--- src/rtl/hamming_rx_sequencer_if.sv ---
// Codeword-in / nibble-out handshake bundle for the Hamming receive sequencer.
// Both channels use valid/ready. A transfer happens on a rising clk edge where valid and ready are both 1.
// The source holds valid and its payload stable until that edge.
// Ready may depend on state only, never combinationally on valid.
interface hamming_rx_sequencer_if #(
  parameter int CW_WIDTH   = 7,
  parameter int DATA_WIDTH = 4
);
  logic                  in_valid;
  logic                  in_ready;
  logic [CW_WIDTH-1:0]   cw_in;
  logic                  out_valid;
  logic                  out_ready;
  logic [DATA_WIDTH-1:0] out_data;
  logic                  link_err;

  modport master (
    output in_valid, cw_in, out_ready,
    input  in_ready, out_valid, out_data, link_err
  );

  modport slave (
    input  in_valid, cw_in, out_ready,
    output in_ready, out_valid, out_data, link_err
  );
endinterface

--- src/rtl/hamming_rx_sequencer.sv ---
// Receive-side Hamming(7,4) sequencer.
// Loads a codeword into the serialiser, reassembles the serial stream, runs the decoder once and hands out the nibble.
module hamming_rx_sequencer #(
  parameter int CW_WIDTH   = 7,
  parameter int DATA_WIDTH = 4,
  parameter bit MSB_FIRST  = 1'b1
) (
  input  logic                  clk,
  input  logic                  reset,
  input  logic                  flush,
  hamming_rx_sequencer_if.slave bus,
  output logic                  pts_reset,
  output logic                  pts_write,
  output logic                  pts_shift,
  output logic [CW_WIDTH-1:0]   pts_data,
  input  logic                  serial_in,
  output logic                  dec_enable,
  output logic [CW_WIDTH-1:0]   dec_codeword,
  input  logic [DATA_WIDTH-1:0] dec_data,
  output logic                  busy,
  output logic [2:0]            state_dbg
);

  localparam int CNT_W = (CW_WIDTH > 1) ? $clog2(CW_WIDTH) : 1;
  localparam logic [CNT_W-1:0] LAST_CNT = CNT_W'(CW_WIDTH - 1);

  typedef enum logic [2:0] {
    IDLE   = 3'd0,
    LOAD   = 3'd1,
    SHIFT  = 3'd2,
    DECODE = 3'd3,
    HOLD   = 3'd4
  } state_t;

  state_t                state;
  state_t                state_next;
  logic [CNT_W-1:0]      bit_cnt;
  logic [CNT_W-1:0]      shift_idx;
  logic [CW_WIDTH-1:0]   cw_reg;
  logic [CW_WIDTH-1:0]   asm_reg;
  logic [DATA_WIDTH-1:0] out_data_q;
  logic                  link_err_q;
  logic                  out_valid_q;

  always_ff @(posedge clk) begin
    if (reset) begin
      state <= IDLE;
    end else begin
      state <= state_next;
    end
  end

  always_comb begin
    state_next = state;
    case (state)
      IDLE:    if (bus.in_valid) state_next = LOAD;
      LOAD:    state_next = SHIFT;
      SHIFT:   if (bit_cnt == LAST_CNT) state_next = DECODE;
      DECODE:  state_next = HOLD;
      HOLD:    if (bus.out_ready) state_next = IDLE;
      default: state_next = IDLE;
    endcase
    if (flush) state_next = IDLE;
  end

  // The serial position of the current bit maps to a codeword index according to the wire order.
  always_comb begin
    shift_idx = bit_cnt;
    if (MSB_FIRST) shift_idx = LAST_CNT - bit_cnt;
  end

  always_ff @(posedge clk) begin
    if (reset) begin
      bit_cnt     <= '0;
      cw_reg      <= '0;
      asm_reg     <= '0;
      out_data_q  <= '0;
      link_err_q  <= 1'b0;
      out_valid_q <= 1'b0;
    end else if (flush) begin
      bit_cnt     <= '0;
      out_valid_q <= 1'b0;
    end else begin
      case (state)
        IDLE: begin
          if (bus.in_valid) cw_reg <= bus.cw_in;
        end
        LOAD: begin
          bit_cnt <= '0;
        end
        SHIFT: begin
          asm_reg[shift_idx] <= serial_in;
          if (bit_cnt != LAST_CNT) bit_cnt <= bit_cnt + CNT_W'(1);
        end
        DECODE: begin
          out_data_q  <= dec_data;
          link_err_q  <= (asm_reg != cw_reg);
          out_valid_q <= 1'b1;
        end
        HOLD: begin
          if (bus.out_ready) out_valid_q <= 1'b0;
        end
        default: begin
          out_valid_q <= 1'b0;
        end
      endcase
    end
  end

  // Strobes are pure state decodes so the shifter and decoder see them in the same cycle as the state.
  assign bus.in_ready  = (state == IDLE);
  assign pts_reset     = (state == IDLE);
  assign pts_write     = (state == LOAD);
  assign pts_shift     = (state == SHIFT);
  assign dec_enable    = (state == DECODE);
  assign busy          = (state != IDLE);
  assign pts_data      = cw_reg;
  assign dec_codeword  = asm_reg;
  assign bus.out_valid = out_valid_q;
  assign bus.out_data  = out_data_q;
  assign bus.link_err  = link_err_q;
  assign state_dbg     = state;

endmodule

--- src/flat_wrapper.sv ---
// flat-port wrapper written by rule: the top's interface ports become plain ports
module hamming_rx_sequencer_flat 
#(
  parameter int CW_WIDTH   = 7,
  parameter int DATA_WIDTH = 4,
  parameter bit MSB_FIRST  = 1'b1
)
  (clk, reset, flush, pts_reset, pts_write, pts_shift, pts_data, serial_in, dec_enable, dec_codeword, dec_data, busy, state_dbg, bus_in_valid, bus_cw_in, bus_out_ready, bus_in_ready, bus_out_valid, bus_out_data, bus_link_err);
  hamming_rx_sequencer_if #(.CW_WIDTH(CW_WIDTH), .DATA_WIDTH(DATA_WIDTH)) bus_i ();
  input  logic clk;
  input  logic reset;
  input  logic flush;
  output logic pts_reset;
  output logic pts_write;
  output logic pts_shift;
  output logic [CW_WIDTH-1:0] pts_data;
  input  logic serial_in;
  output logic dec_enable;
  output logic [CW_WIDTH-1:0] dec_codeword;
  input  logic [DATA_WIDTH-1:0] dec_data;
  output logic busy;
  output logic [2:0] state_dbg;
  input wire logic [$bits(bus_i.in_valid)-1:0] bus_in_valid;
  input wire logic [$bits(bus_i.cw_in)-1:0] bus_cw_in;
  input wire logic [$bits(bus_i.out_ready)-1:0] bus_out_ready;
  output wire logic [$bits(bus_i.in_ready)-1:0] bus_in_ready;
  output wire logic [$bits(bus_i.out_valid)-1:0] bus_out_valid;
  output wire logic [$bits(bus_i.out_data)-1:0] bus_out_data;
  output wire logic [$bits(bus_i.link_err)-1:0] bus_link_err;
  assign bus_i.in_valid = bus_in_valid;
  assign bus_i.cw_in = bus_cw_in;
  assign bus_i.out_ready = bus_out_ready;
  assign bus_in_ready = bus_i.in_ready;
  assign bus_out_valid = bus_i.out_valid;
  assign bus_out_data = bus_i.out_data;
  assign bus_link_err = bus_i.link_err;
  hamming_rx_sequencer #(.CW_WIDTH(CW_WIDTH), .DATA_WIDTH(DATA_WIDTH), .MSB_FIRST(MSB_FIRST)) u_core (.clk(clk), .reset(reset), .flush(flush), .bus(bus_i), .pts_reset(pts_reset), .pts_write(pts_write), .pts_shift(pts_shift), .pts_data(pts_data), .serial_in(serial_in), .dec_enable(dec_enable), .dec_codeword(dec_codeword), .dec_data(dec_data), .busy(busy), .state_dbg(state_dbg));
endmodule
--- config.mk ---
export PLATFORM = sky130hd
export DESIGN_NAME = hamming_rx_sequencer_flat
export DESIGN_NICKNAME = d
export VERILOG_FILES = /design/src/rtl/hamming_rx_sequencer_if.sv /design/src/rtl/hamming_rx_sequencer.sv /design/src/flat_wrapper.sv
export SDC_FILE = /design/constraint.sdc
export NUM_CORES = 1
export LEC_CHECK = 0
export CAP_MARGIN = 20
export CORE_AREA = 8 8 64 66
export DETAILED_ROUTE_END_ITERATION = 16
export DIE_AREA = 0 0 72 74
export GPL_TIMING_DRIVEN = 0
export PLACE_DENSITY_LB_ADDON = 0.12
export SETUP_SLACK_MARGIN = 0.4
export SLEW_MARGIN = 20
export SYNTH_ARGS = -nofsm -noshare
export SYNTH_HDL_FRONTEND = slang
export SYNTH_SLANG_ARGS = --single-unit
--- constraint.sdc ---
create_clock -name clk -period 1.75 [get_ports clk]
set_input_delay 0.525 -clock clk [delete_from_list [all_inputs] [get_ports clk]]
set_output_delay 0.525 -clock clk [all_outputs]
set_load 0.01 [all_outputs]
# Yosys cells after proc, flatten, opt, wreduce, memory -nomap -nowiden
# Index checks and enable logic that the tools add are counted.
[word_totals] regBits=26 in_bits=17 output_inout_bits=29 word_cells=47
[classes] addsub=2 magnitude_cmp=2 eq_ne=11 mux=11 bitwise_logic=2 n_reduce_logical=12
[ops] operator="3-bit one-hot mux with 5 select lines" n=1
[ops] operator="3-bit two-way mux" n=4
[ops] operator="2-bit AND reduction" n=4
[ops] operator="7-bit bitwise mux" n=1
[ops] operator="7-bit inequality test" n=1
[ops] operator="3-bit by 2-bit equality test with 1-bit output (second input constant)" n=2
[ops] operator="3-bit equality test (second input constant)" n=2
[ops] operator="3-bit one-hot mux with 2 select lines" n=1
[ops] operator="3-bit AND reduction" n=2
[ops] operator="3-bit by 4-bit less-than comparator with 1-bit output (second input constant)" n=1
[ops] operator="2-bit by 1-bit inequality test with 1-bit output (second input constant)" n=2
[ops] operator="2-bit inequality test (second input constant)" n=2
[ops] operator="3-bit by 1-bit adder with 3-bit output (second input constant)" n=1
[ops] operator="1-bit demux with 3-bit select" n=1
[ops] operator="3-bit by 1-bit equality test with 1-bit output (second input constant)" n=1
[ops] operator="3-bit by 1-bit >= comparator with 1-bit output (second input constant)" n=1
[ops] operator="3-bit zero test" n=1
[ops] operator="3-bit inequality test (second input constant)" n=1
[ops] operator="1-bit one-hot mux with 3 select lines" n=1
[ops] operator="3-bit nonzero test" n=1
[ops] operator="3-bit OR reduction" n=1
[ops] operator="3-bit subtractor (first input constant)" n=1
[ops] operator="1-bit two-way mux" n=2
[ops] operator="1-bit NOT" n=2
[ops] operator="3 further kinds" n=3

# Depth between registers and ports, before layout
[depth] depth_word=6 ltp_mapped=5 ltp_nobuf=5

# Least setup slack after synthesis
# OpenSTA, ideal clock, no wires.
[synth_path] path_kind="register to output" startpoint="reg u_core.state[2], in the netlist u_core.state_dbg[2]" endpoint="out pts_reset" t_arrival_ps=1071 required_time_ps=1225 path_slack_ps=154 stages_incl_launch_ff=5 path_buffers=2 cell_sequence="dfxtp_1 or3_1 buf_6 clkinv_8 buf_4"
[synth_between] elab_chain_cells=1
[synth_rtl] item="start, declared" line_no="hamming_rx_sequencer.sv:35" rtl="state_t state;"
[synth_rtl] item="start signal, assigned" line_no="hamming_rx_sequencer.sv:49" rtl="state <= state_next;"
[synth_rtl] item="3-bit zero test"
[synth_rtl] item="end, declared" line_no="flat_wrapper.sv:13" rtl="output logic pts_reset;"
# Every way passes these cells.

# Worst setup path in the final report
[layout_path] startpoint="reg u_core.state[0], in the netlist u_core.state_dbg[0]" endpoint="out pts_reset"
[layout_between] elab_chain_cells=1
[layout_rtl] item="3-bit zero test" line_no="hamming_rx_sequencer.sv:112" rtl="assign pts_reset = (state == IDLE);"
# Every way passes these cells.

==> flow_metrics.env <==
export IMPL_status="complete, but fails checks"
export IMPL_violations="negative setup slack"
export IMPL_fin_setup_tns_ns=-0.918
export IMPL_critPathMaxStageDelay_ns=0.39
export IMPL_cp_start_kind="flip-flop"
export IMPL_avgSynthCellArea_um2=9.29
export IMPL_cts_tree="built"
export IMPL_diodes=0
export IMPL_comb_power_share_pct=20.5
export IMPL_wl_per_cell_um=18.8
export IMPL_ys_warn_count=0
export IMPL_synth_simple_area_share_pct=24.7
export IMPL_setup_viol=6
export IMPL_place_congestion=0.776
export IMPL_hold_depth=2
export IMPL_min_period_over_period_pct=113
export IMPL_synth_area_mm2=0.00136
export IMPL_maxCapViolations=0
export IMPL_hold_path_class="reg2reg"
export IMPL_path_clk_slew_ns=0.15
export IMPL_cp_arrival_ns=1.45
export IMPL_r2r_end="u_core.dec_codeword[5]"
export IMPL_overflow=0
export IMPL_p_int_mw=0.907
export IMPL_antenna_found_initial=0
export IMPL_drc=0
export IMPL_grt_max_degree=16
export IMPL_worst_r2r_setup_slack_ns=0.16
export IMPL_rr_worst_depth=7
export IMPL_wirelength_mm=5.27
export IMPL_p_per_area_mw_per_mm2=480
export IMPL_cp_required_ns=1.22
export IMPL_num_vias=1517
export IMPL_dpl_hpwl_mm=2.80
export IMPL_synth_mux_area_share_pct=8.86
export IMPL_timing_rr_start="u_core.state_dbg[0]"
export IMPL_start_util_pct=42.7
export IMPL_drt_initial_drc_count=83
export IMPL_p_leak_nw=1.09
export IMPL_critical_path_buf_inv_count=4
export IMPL_seqPwrFrac_pct=49.3
export IMPL_min_to="u_core.bus.out_data[3]"
export IMPL_cp_cell_sequence="or3_4 > buf_8 > clkinv_8 > buf_6 > buf_6"
export IMPL_drive_gt1_share_pct=61.7
export IMPL_slew_viol_final=0
export IMPL_swShare_pct=26.0
export IMPL_synth_xor_area_share_pct=7.01
export IMPL_syn_nets=165
export IMPL_holdBufCountCts=0
export IMPL_track_usage_pct=16.6
export IMPL_cts_max_level=1
export IMPL_dr_pass1_iters=4
export IMPL_max_slew_margin_rel_pct=72.0
export IMPL_ys_ff_latch=26
export IMPL_synth_top_family_by_area="simple AND/OR/NAND/NOR gates"
export IMPL_worst_pin_slew_ns=0.420
export IMPL_clock_latency_ns=0.33
export IMPL_hp_start="u_core.bus.out_data[3]"
export IMPL_finalNonFillerCells=281
export IMPL_io_pins=46
export IMPL_die_w_um=72
export IMPL_numCtsBuffers=3
export IMPL_cp_slowest_cell="or3_4"
export IMPL_synth_edf_count=0
export IMPL_cts_path_max_buffers=2
export IMPL_synth_compound_area_share_pct=12.5
export IMPL_grt_pass1_wl_mm=6.96
export IMPL_grt_pass1_vias=1480
export IMPL_p_sw_mw=0.319
export IMPL_routed_via_density=5.40
export IMPL_rsz0062_at_grt="true"
export IMPL_place_area_mm2=0.00190
export IMPL_portBuffers=45
export IMPL_fp_row_count=21
export IMPL_ir_worst_vdd_v=0.000277
export IMPL_synth_fa_ha_area_share_pct=1.85
export IMPL_cp_max_fo=5
export IMPL_cts_root_buf="clkbuf_4"
export IMPL_cpMostUsedCell="buf_6"
export IMPL_synth_cell_types=39
export IMPL_ys_async_sr_fraction_pct=0
export IMPL_syn_inst=146
export IMPL_syn2layout_area_growth_pct=88.5
export IMPL_end_kind="output port"
export IMPL_hold_violations=0
export IMPL_fmax_mhz=508
export IMPL_min_period_ns=1.97
export IMPL_fin_ws_ns=-0.220
export IMPL_yosysSeqAreaShare_pct=38.4
export IMPL_clockPowerShare_pct=30.2
export IMPL_cts_sinks=26
export IMPL_cp_top_family="simple AND/OR/NAND/NOR gates"
export IMPL_place_inst=237
export IMPL_ant_nets=0
export IMPL_design_area_mm2=0.00256
export IMPL_finClkSkew_ns=0.00538
export IMPL_die_area_mm2=0.00533
export IMPL_fp_dieH_um=74
export IMPL_core_mm2=0.00318
export IMPL_fin_nets=255
export IMPL_worstSetupPathType="reg2out"
export IMPL_ys_flop_type="dfxtp_1"
==> sequential cells by signal, indices dropped and copies added (netlist names) <==
signal and count:
u_core.bus.link_err 1, u_core.bit_cnt 3, u_core.bus.out_data 4, u_core.pts_data 7
u_core.dec_codeword 7, u_core.state_dbg 3, u_core.bus.out_valid 1
==> metal layers <==
| layer | global-route usage, % | share of wire [%] | vias to the layer above |
|---|---|---|---|
| li1 | - | - | 693 |
| met1 | 17.6 | 41 | 748 |
| met2 | 30.6 | 50 | 58 |
| met3 | 4.31 | 5.7 | 18 |
| met4 | 6.58 | 3.3 | 0 |
| met5 | 0 | 0 | - |
==> cells in the final DEF (no fill, tap or decap), types with 2 or more instances in the layout <==
cell type and n:
buf_6 37, buf_4 30, dfxtp_2 20, clkdlybuf4s50_1 15
mux2i_1 12, nand2b_1 10, nor2_1 9, nand3_2 8
xor2_1 7, a21oi_2 6, dfxtp_4 5, buf_8 4
clkbuf_4 4, o21ai_2 4, o21ai_1 4, buf_2 4
nor2b_1 3, nand3_4 3, a21oi_1 3, nand3_1 3
a31oi_1 3, clkbuf_2 2, nor4b_4 2, nor4_1 2
o211ai_1 2, nand2_1 2, nor3_1 2, ha_4 2
==> area by class of cell <==
type | instances | area [um2]
Multi-Input combinational cell | 107 | 961
Timing Repair Buffer | 85 | 802
Fill cell | 189 | 623
Sequential cell | 26 | 564
Buffer | 10 | 100
Tap cell | 46 | 57.6
Clock buffer | 4 | 47.5
Inverter | 3 | 23.8
==> kinds of logic after synthesis <==
family,after synthesis
flops,26
buf+inv,13
compound gates,28
mux,12
fa+ha+maj,2
xor+xnor,10
simple gates,55
==> synthesized netlist by cell type, types with 3 or more instances <==
master    number  area [um2]
dfxtp_1       26         521
o21ai_1        8        40.0
xor2_1         8        70.1
a31oi_1        3        18.8
nand3_1       14        70.1
buf_4          3        22.5
clkbuf_1       3        11.3
nor2b_1        3        18.8
nand2b_1      10        62.6
nor2_1         9        33.8
mux2i_1       12         120
a21oi_1        9        45.0
==> worst min-delay path: stages (launching register included) <==
cell	delay, ns
dfxtp_2	0.37
mux2i_1	0.06
nor2_1	0.07
==> worst max-delay path by stage <==
stage	endpoint	slack [ns]	from	cells past startpoint
6_report	pts_reset	-0.22	u_core.state_dbg[0]	5
5_1_grt	pts_reset	-0.27	u_core.state_dbg[0]	5
4_1_cts	pts_reset	-0.22	u_core.state_dbg[0]	5
3_5_place_dp	dec_enable	-0.37	u_core.state_dbg[1]	4
3_3_place_gp	dec_enable	-0.36	u_core.state_dbg[1]	4
2_1_floorplan	pts_reset	0.19	u_core.state_dbg[2]	4
==> stage by stage <==
stage	power (mW)	worst slack (ns)	hold slack, ns	util (%)
floorplan	0.704	0.187	0.519	-
global placement	0.787	-0.360	0.473	59.8
detailed placement	0.792	-0.369	0.485	59.8
CTS	1.19	-0.220	0.518	72.2
global route	1.27	-0.270	0.543	80.4
finish	1.23	-0.220	0.516	80.4
==> timing repair <==
item                                    CTS  global route
endpoints found under the setup margin   55            48
buffers inserted                         32             8
gates resized for setup                 184            41
pin swaps                                 9            19
cloned                                    0             0
==> power groups by stage <==
stage,Clock (mW),Sequential [mW],Combinational (mW)
finish,0.371,0.605,0.251
detailed placement,0,0.626,0.166
global route,0.397,0.606,0.263
global placement,0,0.626,0.162
floorplan,0,0.628,0.0760
CTS,0.381,0.605,0.208
Power figures use the tool's default switching activity.
